[src/rtl/sign_pkg.sv]
// Shared helpers for signed narrowing / extension: saturation limits and fit check.
package sign_pkg;

  // Widest word the helpers handle; callers zero-pad up to this width.
  localparam int MAX_W = 64;

  // Output register occupancy.
  localparam logic [0:0] ST_EMPTY = 1'b0;
  localparam logic [0:0] ST_FULL  = 1'b1;

  // Largest n-bit signed value (0 followed by n-1 ones), right-aligned.
  function automatic logic [MAX_W-1:0] sat_max(input int n);
    logic [MAX_W-1:0] r;
    r = '0;
    for (int i = 0; i < MAX_W; i++)
      if (i < n - 1) r[i] = 1'b1;
    return r;
  endfunction

  // Smallest n-bit signed value (1 followed by n-1 zeros), right-aligned.
  function automatic logic [MAX_W-1:0] sat_min(input int n);
    logic [MAX_W-1:0] r;
    r = '0;
    for (int i = 0; i < MAX_W; i++)
      if (i == n - 1) r[i] = 1'b1;
    return r;
  endfunction

  // An m-bit word fits in n signed bits iff bits [m-1:n-1] all equal.
  function automatic logic fits(input logic [MAX_W-1:0] x, input int m, input int n);
    logic f;
    f = 1'b1;
    for (int i = 0; i < MAX_W; i++)
      if (i >= n - 1 && i < m && x[i] != x[m-1]) f = 1'b0;
    return f;
  endfunction

endpackage

[src/rtl/sign_fit_chk.sv]
// Combinational narrowing of an M-bit signed word to N bits (saturate or wrap).
module sign_fit_chk
  import sign_pkg::*;
#(
  parameter int M = 32,
  parameter int N = 12
) (
  input  logic [M-1:0] i_x,
  input  logic         i_sat,
  output logic [N-1:0] o_y,
  output logic         o_ovf
);

  localparam logic [MAX_W-1:0] MAX_V = sat_max(N);
  localparam logic [MAX_W-1:0] MIN_V = sat_min(N);

  logic [MAX_W-1:0] x_ext;
  assign x_ext = {{(MAX_W-M){1'b0}}, i_x};

  // Pick truncated value when it fits or in wrap mode, else clamp by sign.
  always_comb begin
    o_ovf = !fits(x_ext, M, N);
    o_y   = i_x[N-1:0];
    if (o_ovf && i_sat)
      o_y = i_x[M-1] ? MIN_V[N-1:0] : MAX_V[N-1:0];
  end

endmodule

[src/rtl/sign_narrow.sv]
// Streaming signed narrowing stage: one-entry output register, valid/ready
// handshake on both sides, saturating overflow counter.
module sign_narrow
  import sign_pkg::*;
#(
  parameter int M     = 32,
  parameter int N     = 12,
  parameter int CNT_W = 16
) (
  input  logic             i_clk,
  input  logic             i_rst,
  input  logic             i_valid,
  output logic             o_ready,
  input  logic [M-1:0]     i_x,
  input  logic             i_sat,
  output logic             o_valid,
  input  logic             i_ready,
  output logic [N-1:0]     o_y,
  output logic             o_ovf,
  input  logic             i_cnt_clr,
  output logic [CNT_W-1:0] o_ovf_cnt
);

  logic [N-1:0]     nar_y;
  logic             nar_ovf;
  logic             accept;

  logic [0:0]       state_q, state_d;
  logic [N-1:0]     y_q, y_d;
  logic             ovf_q, ovf_d;
  logic [CNT_W-1:0] cnt_q, cnt_d;

  sign_fit_chk #(.M(M), .N(N)) u_chk (
    .i_x   (i_x),
    .i_sat (i_sat),
    .o_y   (nar_y),
    .o_ovf (nar_ovf)
  );

  assign o_valid   = (state_q == ST_FULL);
  assign o_ready   = !o_valid || i_ready;
  assign accept    = i_valid && o_ready;
  assign o_y       = y_q;
  assign o_ovf     = ovf_q;
  assign o_ovf_cnt = cnt_q;

  // Next state of output register and overflow counter.
  always_comb begin
    state_d = state_q;
    y_d     = y_q;
    ovf_d   = ovf_q;
    cnt_d   = cnt_q;
    if (accept) begin
      state_d = ST_FULL;
      y_d     = nar_y;
      ovf_d   = nar_ovf;
    end else if (i_ready) begin
      state_d = ST_EMPTY;
    end
    if (accept && nar_ovf && cnt_q != '1)
      cnt_d = cnt_q + 1'b1;
    // Clear takes priority over a same-cycle increment.
    if (i_cnt_clr)
      cnt_d = '0;
  end

  // State registers with synchronous reset.
  always_ff @(posedge i_clk) begin
    if (i_rst) begin
      state_q <= ST_EMPTY;
      y_q     <= '0;
      ovf_q   <= 1'b0;
      cnt_q   <= '0;
    end else begin
      state_q <= state_d;
      y_q     <= y_d;
      ovf_q   <= ovf_d;
      cnt_q   <= cnt_d;
    end
  end

endmodule

[config.mk]
export PLATFORM = sky130hd
export DESIGN_NAME = sign_narrow
export DESIGN_NICKNAME = d
export VERILOG_FILES = /design/src/rtl/sign_pkg.sv /design/src/rtl/sign_fit_chk.sv /design/src/rtl/sign_narrow.sv
export SDC_FILE = /design/constraint.sdc
export NUM_CORES = 1
export LEC_CHECK = 0
export ABC_CLOCK_PERIOD_IN_PS = 2050
export CAP_MARGIN = 15
export CORE_UTILIZATION = 38
export DETAILED_ROUTE_END_ITERATION = 7
export PLACE_DENSITY_LB_ADDON = 0.12
export SYNTH_ARGS = -nofsm -noshare
export SYNTH_HDL_FRONTEND = slang
export SYNTH_SLANG_ARGS = --single-unit
export TNS_END_PERCENT = 10
[constraint.sdc]
create_clock -name i_clk -period 2.05 [get_ports i_clk]
set_input_delay 0.41 -clock i_clk [delete_from_list [all_inputs] [get_ports i_clk]]
set_output_delay 0.41 -clock i_clk [all_outputs]
set_load 0.005 [all_outputs]
; Yosys cells after proc, flatten, opt, wreduce, memory -nomap -nowiden
; Index checks and enable logic that the tools add are counted.
[op_classes]
n_mux = 24
n_addsub = 1
n_reduce_logical = 9
eq_ne = 21
[ops]
columns = operator, count
row1 = 12-bit 2-to-1 mux, 2
row2 = 1-bit 2-to-1 mux, 22
row3 = 1-bit != test, 20
row4 = 16-bit by 1-bit adder with 16-bit output (second input constant), 1
row5 = 16-bit != test (second input constant), 1
row6 = 1-bit logical AND, 4
row7 = 1-bit logical NOT, 2
row8 = 2-bit nonzero test, 1
row9 = 2-bit OR reduction, 1
row10 = 1-bit logical OR, 1
[totals]
out_inout_bits = 31
elab_cells = 59
ff_bits = 30
input_bits = 38

; Depth between registers and ports, before layout
; Gate-level depths: netlist of run 1.
[logic_depth]
depth_word = 24
depth_mapped = 7
depth_no_buf = 6

; Modules after synthesis
; A second synthesis of run 1 with hierarchy kept.
[hier_totals]
cells_unflattened = 197
area_unflattened_um2 = 1635.3
[by_module_without_submodules]
columns = mod, instances, cells_per_inst, area_each_um2
row1 = sign_narrow, 1, 165, 1383.8
row2 = sign_fit_chk, 1, 32, 251.5

; Worst setup path after synthesis of run 1
; No wires, ideal clock.
[synth_timing]
path_type = in2reg
from = input i_x[25]
to = register y_q[0], in the netlist o_y[0]
cell_stages = 6
arrival_time_ps = 1804
required_time_ps = 1908
slack_ps = 105
cell_sequence = or4_4 -> nor4_4 -> o22a_4 -> o31a_1 -> buf_2 -> a211oi_1
[synth_via]
elab_chain_cells = 10
[synth_lines]
columns = element, line_no
row1 = start: declaration, sign_narrow.sv:14  ; input logic [M-1:0] i_x,
row2 = 1-bit != test, sign_pkg.sv:34  ; if (i >= n - 1 && i < m && x[i] != x[m-1]) f = 1'b0;
row3 = 1-bit 2-to-1 mux (6 in a row), sign_pkg.sv:34
row4 = 1-bit logical NOT, sign_fit_chk.sv:22  ; o_ovf = !fits(x_ext, M, N);
row5 = 1-bit logical AND, sign_fit_chk.sv:24  ; if (o_ovf && i_sat)
row6 = 12-bit 2-to-1 mux, sign_fit_chk.sv:24
row7 = end signal: assignment, sign_narrow.sv:76  ; y_q <= y_d;
row8 = end: declaration, sign_narrow.sv:29  ; logic [N-1:0] y_q, y_d;
; No other way between the ends.
; A chain may end at the register's enable or synchronous reset.

; Worst setup path after layout of run 1
[layout_timing]
from = input i_x[27]
to = register y_q[2], in the netlist o_y[2]
[layout_via]
elab_chain_cells = 8
[layout_lines]
columns = element, line_no
row1 = 1-bit != test, sign_pkg.sv:34
row2 = 1-bit 2-to-1 mux (4 in a row), sign_pkg.sv:34
row3 = 1-bit logical NOT, sign_fit_chk.sv:22
row4 = 1-bit logical AND, sign_fit_chk.sv:24
row5 = 12-bit 2-to-1 mux, sign_fit_chk.sv:24
; No other way between the ends.

==> flow_summary.ini, run 1 <==
[finish]
area_growth_pct = 70.41
final_cells = 332
regArea_um2 = 600.6
antenna_cells = 0
multiInputGateArea_um2 = 923.4
drive_gt1_share_pct = 20.92
fill_cells = 341
final_design_area_no_fill_um2 = 2695
fin_nets = 321
fin_util_pct = 67.38

[critical_path]
cp.required_ns = 2.21
crit_path_end_kind = flop
crit_path_max_fanout = 5
path_class = in2reg
startpoint_type = input pin
critPathArrivalTime_ns = 2.15

[timing]
tightest_slew_ns = 0.5091
setup_viol = 0
relSlewSlack_pct = 65.80
post-route-period-util_pct = 97.02
timing.fmax_ghz = 0.5028
hold_viol = 0
drv_slew = 0
setup_ws_ns = 0.06106
period_minus_slack_ns = 1.989
skew_ns = 0.006834

[floorplan]
die_h_um = 66.51
num_rows = 23
ioPinCount = 69
coreArea_um2 = 4000
fp.dieArea_um2 = 4424
die_w_um = 66.51
start_util_pct = 39.54

[logic_synthesis]
synth_enable_flop_cells = 0
synth_seq_area_share_pct = 37.97
ys_warn_count = 0
ys_ff_latch = 30
async_reset_ff_share_pct = 0
synth_cell_type_count = 39
syn-cell-area_um2 = 1582
avgSynthCellArea_um2 = 8.503
ys.flop_type = dfxtp_1
synth_area_leaders = dfxtp_1, a21oi_1, nand4_1
mappedNetlistNets = 225
yosys.area.top_type = dfxtp_1
yosysTopAreaCellShare_pct = 37.97
netlist_instances = 186

[routing]
ant_nets = 0
via_per_inst = 5.590
wl_per_cell_um = 14.11
drc = 0
totalWireLength_um = 4685
drtPass1Iterations = 4
vias = 1856
drt-initial-drc-count = 145

[clock_network]
cts.sink_count = 30
clk_pin_slew_ns = 0.06
clk-insertion-delay-late_ns = 0.28
cts-htree-levels = 2
root_buffer = clkbuf_8
clk_path_buf_depth = 2
cts_inserted_buffers = 5
cts_tree = yes

[placement]
place_area_um2 = 2432
io_buffers = 68
place_inst = 312
gp_congestion = 0.7587
dp_hpwl_um = 3012
dp_slack_ns = -0.3965

[global_routing]
antenna_found_initial = 0
grt_max_degree = 18
first_global_vias = 1664
grt-ovfl-total = 0
grtUsageMet3_pct = 6.164
grt_pass1_wl_um = 7610
grt_use_met1_pct = 27.81
track_usage_pct = 22.91
met2_usage_pct = 38.39
grt_busiest_layer = met2

[power]
p_leak_nw = 0.9607
powerDensity_nw_per_um2 = 487.1
ir_drop_v = 0.0003480

[run_status]
outcome = complete, no violations

[run]
drv_cap = 0

[worst_hold_path]
hold_path_class = reg2reg
==> cell usage in the layout (no fill, tap or decap), types with 5 or more instances in the layout <==
cell	n
clkbuf_8	5
or3_1	5
clkdlybuf4s50_1	47
o21ai_1	8
nand4_1	11
o21ai_0	5
nand2_1	8
a211oi_2	6
or4_1	9
a21oi_1	14
buf_4	26
a211oi_1	5
dfxtp_1	30
o31ai_1	9
dlygate4sd2_1	18
nor2_1	17
nand3_1	7
==> power breakdown <==
part / total (W) / leakage, nW / switching, W / internal (W)
clock: 0.000453 / 0.0383 / 0.000219 / 0.000234
combinational: 0.000241 / 0.677 / 0.0000952 / 0.000146
sequential: 0.000618 / 0.245 / 0.0000122 / 0.000606
==> per-stage QoR <==
stage | power [W] | hold slack (ns) | setup TNS (ns)
floorplan | 0.0007085 | 0.4718 | 0
finish | 0.001313 | 0.4960 | 0
global placement | 0.0008689 | 0.4881 | -8.941
global route | 0.001365 | 0.5163 | -0.01377
detailed placement | 0.0008701 | 0.4909 | -10.01
CTS | 0.001302 | 0.4985 | 0
==> Yosys cell counts, types with 6 or more instances <==
master,instances
dfxtp_1,30
nor2_1,17
a21oi_1,14
nand4_1,11
o31ai_1,9
or4_1,9
nand2_1,8
o21ai_1,8
a211oi_1,7
nand3_1,7
o21ai_0,7
clkbuf_1,6
or3_1,6
==> cell type report <==
type,count,share of cell area [%]
Multi-Input combinational cell,139,34.26
Inverter,4,0.5571
Tap cell,50,2.321
Timing Repair Buffer,102,37.74
Clock buffer,7,2.832
Sequential cell,30,22.28
==> logic make-up after synthesis <==
group | after synthesis | synth area share, %
and+or+nand+nor | 78 | 28.80
AOI/OAI and AO/OA | 57 | 25.00
DFF | 30 | 37.97
buffers and inverters | 18 | 6.169
muxes | 2 | 1.266
adders and majority gates | 1 | 0.7910
==> critical path: stages <==
cell	delay [ns]
dlygate4sd2_1	0.24
or4_4	0.49
nor4_4	0.26
o22a_4	0.19
buf_4	0.10
o31a_1	0.21
clkbuf_16	0.19
a211oi_1	0.06
==> what timing repair did <==
action,CTS,global route
gates resized for setup,29,12
hold buffers,0,0
cloned,4,0
pin swaps,11,7
setup buffers,7,3
endpoints found under the setup margin,26,21
==> registers in the layout, summed over array words and instances (netlist names) <==
name,count
o_ovf,1
o_y,12
o_ovf_cnt,16
o_valid,1
==> path summary, 6_finish.rpt <==
kind                                                start                    endpoint  depth (start not counted)  slack [ns]
worst min-delay path                 o_y[11]$_SDFFE_PP0P_        o_y[11]$_SDFFE_PP0P_                          2        0.50
worst min register to register       o_y[11]$_SDFFE_PP0P_        o_y[11]$_SDFFE_PP0P_                          2        0.50
worst max register to register  o_ovf_cnt[0]$_SDFFE_PP0P_  o_ovf_cnt[15]$_SDFFE_PP0P_                          6        0.16
worst max-delay path                              i_x[27]         o_y[2]$_SDFFE_PP0P_                          8        0.06
==> layer usage <==
metal | part of all wire (%) | up-vias
met1 | 40 | 876
met2 | 52 | 67
met4 | 1.2 | 0
met5 | 0 | -
li1 | - | 907
met3 | 6.3 | 6
No activity file was read; power rests on OpenSTA's default activity.
==> inputs of run 2 (changes only) <==
--- a/config.mk
+++ b/config.mk
@@ -7,8 +7,9 @@
 export LEC_CHECK = 0
 export ABC_CLOCK_PERIOD_IN_PS = 2050
 export CAP_MARGIN = 15
-export CORE_UTILIZATION = 38
+export CORE_UTILIZATION = 55
 export DETAILED_ROUTE_END_ITERATION = 7
+export DONT_BUFFER_PORTS = 1
 export PLACE_DENSITY_LB_ADDON = 0.12
 export SYNTH_ARGS = -nofsm -noshare
 export SYNTH_HDL_FRONTEND = slang
==> flow_summary.ini, run 2 (synthesized netlist as in run 1, its figures left out) <==
[floorplan]
coreArea_um2 = 2734
die_h_um = 55.63
fp.dieArea_um2 = 3094
num_rows = 19
ioPinCount = 69
die_w_um = 55.63
start_util_pct = 57.85

[run]
drv_cap = 0

[timing]
tightest_slew_ns = 0.5495
skew_ns = 0.01056
post-route-period-util_pct = 97.06
fin_tns_setup_ns = 0
relSlewSlack_pct = 63.06
timing.hold.ws_ns = 0.1421
hold_viol = 0
setup_viol = 0
rsz0062_at_grt = true
period_minus_slack_ns = 1.990
drv_slew = 0
timing.fmax_ghz = 0.5026

[placement]
dp_hpwl_um = 2791
gp_congestion = 0.8618
io_buffers = 0
place_area_um2 = 1650

[finish]
final_cell_mix = dfxtp_1, nor2_1, a21oi_1
largest_register_ffs = 16
drive_gt1_share_pct = 15.79
layout_commonest_cell = dfxtp_1
final_design_area_no_fill_um2 = 1710
fin_nets = 228
antenna_cells = 0
area_growth_pct = 8.149

[power]
clkPwrFrac_pct = 34.4
p_leak_nw = 0.5221
swShare_pct = 25.41
powerDensity_nw_per_um2 = 637.4
seqPwrFrac_pct = 57.1
internal-power_w = 0.0008132
p_sw_w = 0.0002771
ir_drop_v = 0.0006153
p_comb_share_pct = 8.4

[clock_network]
clk_pin_slew_ns = 0.10
root_buffer = clkbuf_4
cts_inserted_buffers = 5
clk-insertion-delay-late_ns = 0.32
hold_buffers = 0
clk_path_buf_depth = 2
cts_resized = 0
postCtsSetupBuffers = 0
cts.sink_count = 30
cts-htree-levels = 2
cts_tree = yes

[routing]
totalWireLength_um = 3737
via_per_inst = 6.783
drt-initial-drc-count = 80
drc = 0
wl_per_cell_um = 16.91
drtPass1Iterations = 6
vias = 1499
ant_nets = 0

[global_routing]
grt_pass1_wl_um = 6003
grt_max_degree = 29
antenna_found_initial = 0
track_usage_pct = 24.18
grt-ovfl-total = 0
first_global_vias = 1340

[worst_hold_path]
hold_path_class = in2reg

[run_status]
outcome = complete, no violations

[critical_path]
path_class = reg2reg
cp.required_ns = 2.25
crit_path_end_kind = flop
startpoint_type = flop
crit_path_max_fanout = 10
critPathArrivalTime_ns = 2.19
## run 2: cell types whose count changed in the layout (fill, tap and decap cells not counted), sizes merged
| cell | change |
|---|---|
| o22a | -1 |
| buf | -22 |
| clkinv | +1 |
| dlygate4sd2 | -18 |
| bufbuf | -1 |
| clkdlybuf4s50 | -47 |
| clkbuf | -1 |
| clkdlybuf4s15 | -3 |
## run 2: per-stage QoR
step | std cells | worst slack [ns] | total power, W | utilization, %
after floorplan | 186 | 0.1047 | 0.0007085 | -
after global placement | 213 | 0.1222 | 0.0007236 | 60.37
after detailed placement | 213 | -0.03778 | 0.0007295 | 60.37
after CTS | 221 | 0.03692 | 0.001092 | 62.56
after global routing | 221 | -0.06481 | 0.001131 | 62.56
final | 221 | 0.06017 | 0.001090 | 62.56
## run 2: worst paths after layout
check                                   from                         end  slack [ns]  depth (start not counted)
setup / recovery   o_ovf_cnt[7]$_SDFFE_PP0P_   o_ovf_cnt[4]$_SDFFE_PP0P_        0.06                          5
hold / removal                         i_rst         o_y[6]$_SDFFE_PP0P_        0.14                          1
setup reg to reg   o_ovf_cnt[7]$_SDFFE_PP0P_   o_ovf_cnt[4]$_SDFFE_PP0P_        0.06                          5
hold reg to reg   o_ovf_cnt[10]$_SDFFE_PP0P_  o_ovf_cnt[10]$_SDFFE_PP0P_        0.52                          2
## run 2: per-layer routing
metal / part of all wire [%] / track usage [%] / vias up
met5: 0 / 0 / -
met4: 1.9 / 10.36 / 0
met3: 7.3 / 6.279 / 11
met2: 53 / 42.34 / 64
met1: 38 / 27.70 / 707
li1: - / - / 717
## run 2: layout make-up
| class | count | area, um2 |
|---|---|---|
| fill | 239 | 1023 |
| multi-input combinational | 138 | 883.3 |
| sequential | 30 | 600.6 |
| timing repair buffer | 10 | 112.6 |
| clock buffer | 7 | 55.05 |
| tap | 31 | 38.79 |
| inverter | 4 | 15.01 |
| clock inverter | 1 | 5.005 |
## run 2: power by group through the flow
stage,Clock (W),Sequential [W],Combinational [W]
floorplan,0,0.000633,0.0000758
detailed placement,0,0.000636,0.0000937
finish,0.000376,0.000623,0.0000919
CTS,0.000376,0.000623,0.0000933
global route,0.000404,0.000626,0.000101
global placement,0,0.000636,0.0000875
## run 2: worst max-delay path: stages (launching register included)
cell      delay (ns)
dfxtp_1         0.46
nand4_1         0.19
nor4_2          0.58
nand2b_1        0.39
or4_1           0.17
a21oi_1         0.06
==> inputs of run 3 (changes only) <==
--- a/config.mk
+++ b/config.mk
@@ -7,6 +7,7 @@
 export LEC_CHECK = 0
 export ABC_CLOCK_PERIOD_IN_PS = 2050
 export CAP_MARGIN = 15
+export CORE_MARGIN = 2
 export CORE_UTILIZATION = 55
 export DETAILED_ROUTE_END_ITERATION = 7
 export DONT_BUFFER_PORTS = 1
==> flow_summary.ini, run 3 (synthesized netlist as in run 1, its figures left out) <==
[timing]
timing.hold.ws_ns = 0.1265
post-route-period-util_pct = 91.44
rsz0062_at_grt = false
drv_slew = 0
period_minus_slack_ns = 1.875
fin_tns_setup_ns = 0
relSlewSlack_pct = 74.29
hold_viol = 0
tightest_slew_ns = 0.3828
skew_ns = 0.009596
setup_viol = 0
timing.fmax_ghz = 0.5335

[placement]
place_area_um2 = 1650
gp_congestion = 0.7749
dp_hpwl_um = 2759
io_buffers = 0

[worst_hold_path]
min_delay_worst_endpoint = o_y[6]$_SDFFE_PP0P_
min_path_cells = 1
hold_path_class = in2reg
hold_start = i_rst

[global_routing]
first_global_vias = 1491
track_usage_pct = 24.61
antenna_found_initial = 0
grt_max_degree = 29
grt-ovfl-total = 0
grt_pass1_wl_um = 6299

[clock_network]
clk-insertion-delay-late_ns = 0.33
cts_tree = yes
cts_resized = 0
postCtsSetupBuffers = 0
clk_pin_slew_ns = 0.11
clk_path_buf_depth = 2
cts.sink_count = 30
root_buffer = clkbuf_4
cts-htree-levels = 2
hold_buffers = 0
cts_inserted_buffers = 5

[critical_path]
cpMaxStageDelayCell = or4_1
reg2regPathDepth = 6
r2r-end = o_ovf_cnt[15]$_SDFFE_PP0P_
crit_path_end_kind = flop
path_buf_inv = 0
crit_path_max_incr_delay_ns = 0.47
path_delay_family = simple AND/OR/NAND/NOR gates
critPathArrivalTime_ns = 2.14
crit_path_max_fanout = 10
cp.required_ns = 2.32
rrSetupSlack_ns = 0.18
path_cells = ha_1 > nand3_1 > nor4_4 > or3_4 > or4_1 > a21oi_1
startpoint_type = flop
path_class = reg2reg
r2r-start = o_ovf_cnt[1]$_SDFFE_PP0P_

[finish]
largest_register_ffs = 16
drive_gt1_share_pct = 18.95
area_growth_pct = 10.84
antenna_cells = 0
fin_util_pct = 64.12
final_cell_mix = dfxtp_1, nor2_1, a21oi_1
fin_nets = 228
layout_commonest_cell = dfxtp_1
final_design_area_no_fill_um2 = 1753

[power]
power_w = 0.001192
ir_drop_v = 0.0005980
powerDensity_nw_per_um2 = 679.9
p_leak_nw = 0.5442

[floorplan]
fp.dieArea_um2 = 3321
num_rows = 19
start_util_pct = 57.85
ioPinCount = 69
coreArea_um2 = 2734
die_h_um = 57.63
die_w_um = 57.63

[routing]
totalWireLength_um = 3700
ant_nets = 0
drc = 0
via_per_inst = 6.683
drt-initial-drc-count = 88
wl_per_cell_um = 16.74
vias = 1477
drtPass1Iterations = 4

[run]
drv_cap = 0

[run_status]
outcome = complete, no violations
-- run 3: metal layers --
layer,wire [um],up-vias,GRT usage [%]
li1,-,725,-
met3,278,7,9.152
met2,1952,60,44.32
met5,0,-,0
met1,1428,685,25.11
met4,40,0,11.30
-- run 3: how the worst max path moves through the flow --
stage,slack (ns),end,cells after the start,start
floorplan,0.10,o_y[0]$_SDFFE_PP0P_,6,i_x[25]
global placement,0.13,o_y[9]$_SDFFE_PP0P_,6,i_x[25]
detailed placement,0.08,o_y[9]$_SDFFE_PP0P_,6,i_x[25]
CTS,0.09,o_ovf_cnt[13]$_SDFFE_PP0P_,6,o_ovf_cnt[0]$_SDFFE_PP0P_
global route,0.02,o_ovf_cnt[13]$_SDFFE_PP0P_,6,o_ovf_cnt[1]$_SDFFE_PP0P_
finish,0.18,o_ovf_cnt[15]$_SDFFE_PP0P_,6,o_ovf_cnt[1]$_SDFFE_PP0P_
-- run 3: final cells by class --
| type | instances | area [um2] |
|---|---|---|
| multi-input cells | 138 | 899.6 |
| clock buffers | 5 | 37.54 |
| clock inverters | 3 | 45.04 |
| fillers | 270 | 980.9 |
| well taps | 31 | 38.79 |
| flip-flops and latches | 30 | 604.3 |
| repair buffers | 10 | 112.6 |
| inverters | 4 | 15.01 |
-- run 3: power by group --
part | internal [W] | total, W | switching, W
registers | 0.000606 | 0.000624 | 0.0000183
clock network | 0.000256 | 0.000477 | 0.000222
logic | 0.0000405 | 0.0000900 | 0.0000495
-- run 3: through the flow --
step | setup slack, ns | instances
2_1_floorplan | 0.1047 | 186
3_3_place_gp | 0.1347 | 213
3_5_place_dp | 0.08014 | 213
4_1_cts | 0.08600 | 221
5_1_grt | 0.01834 | 221
6_report | 0.1755 | 221
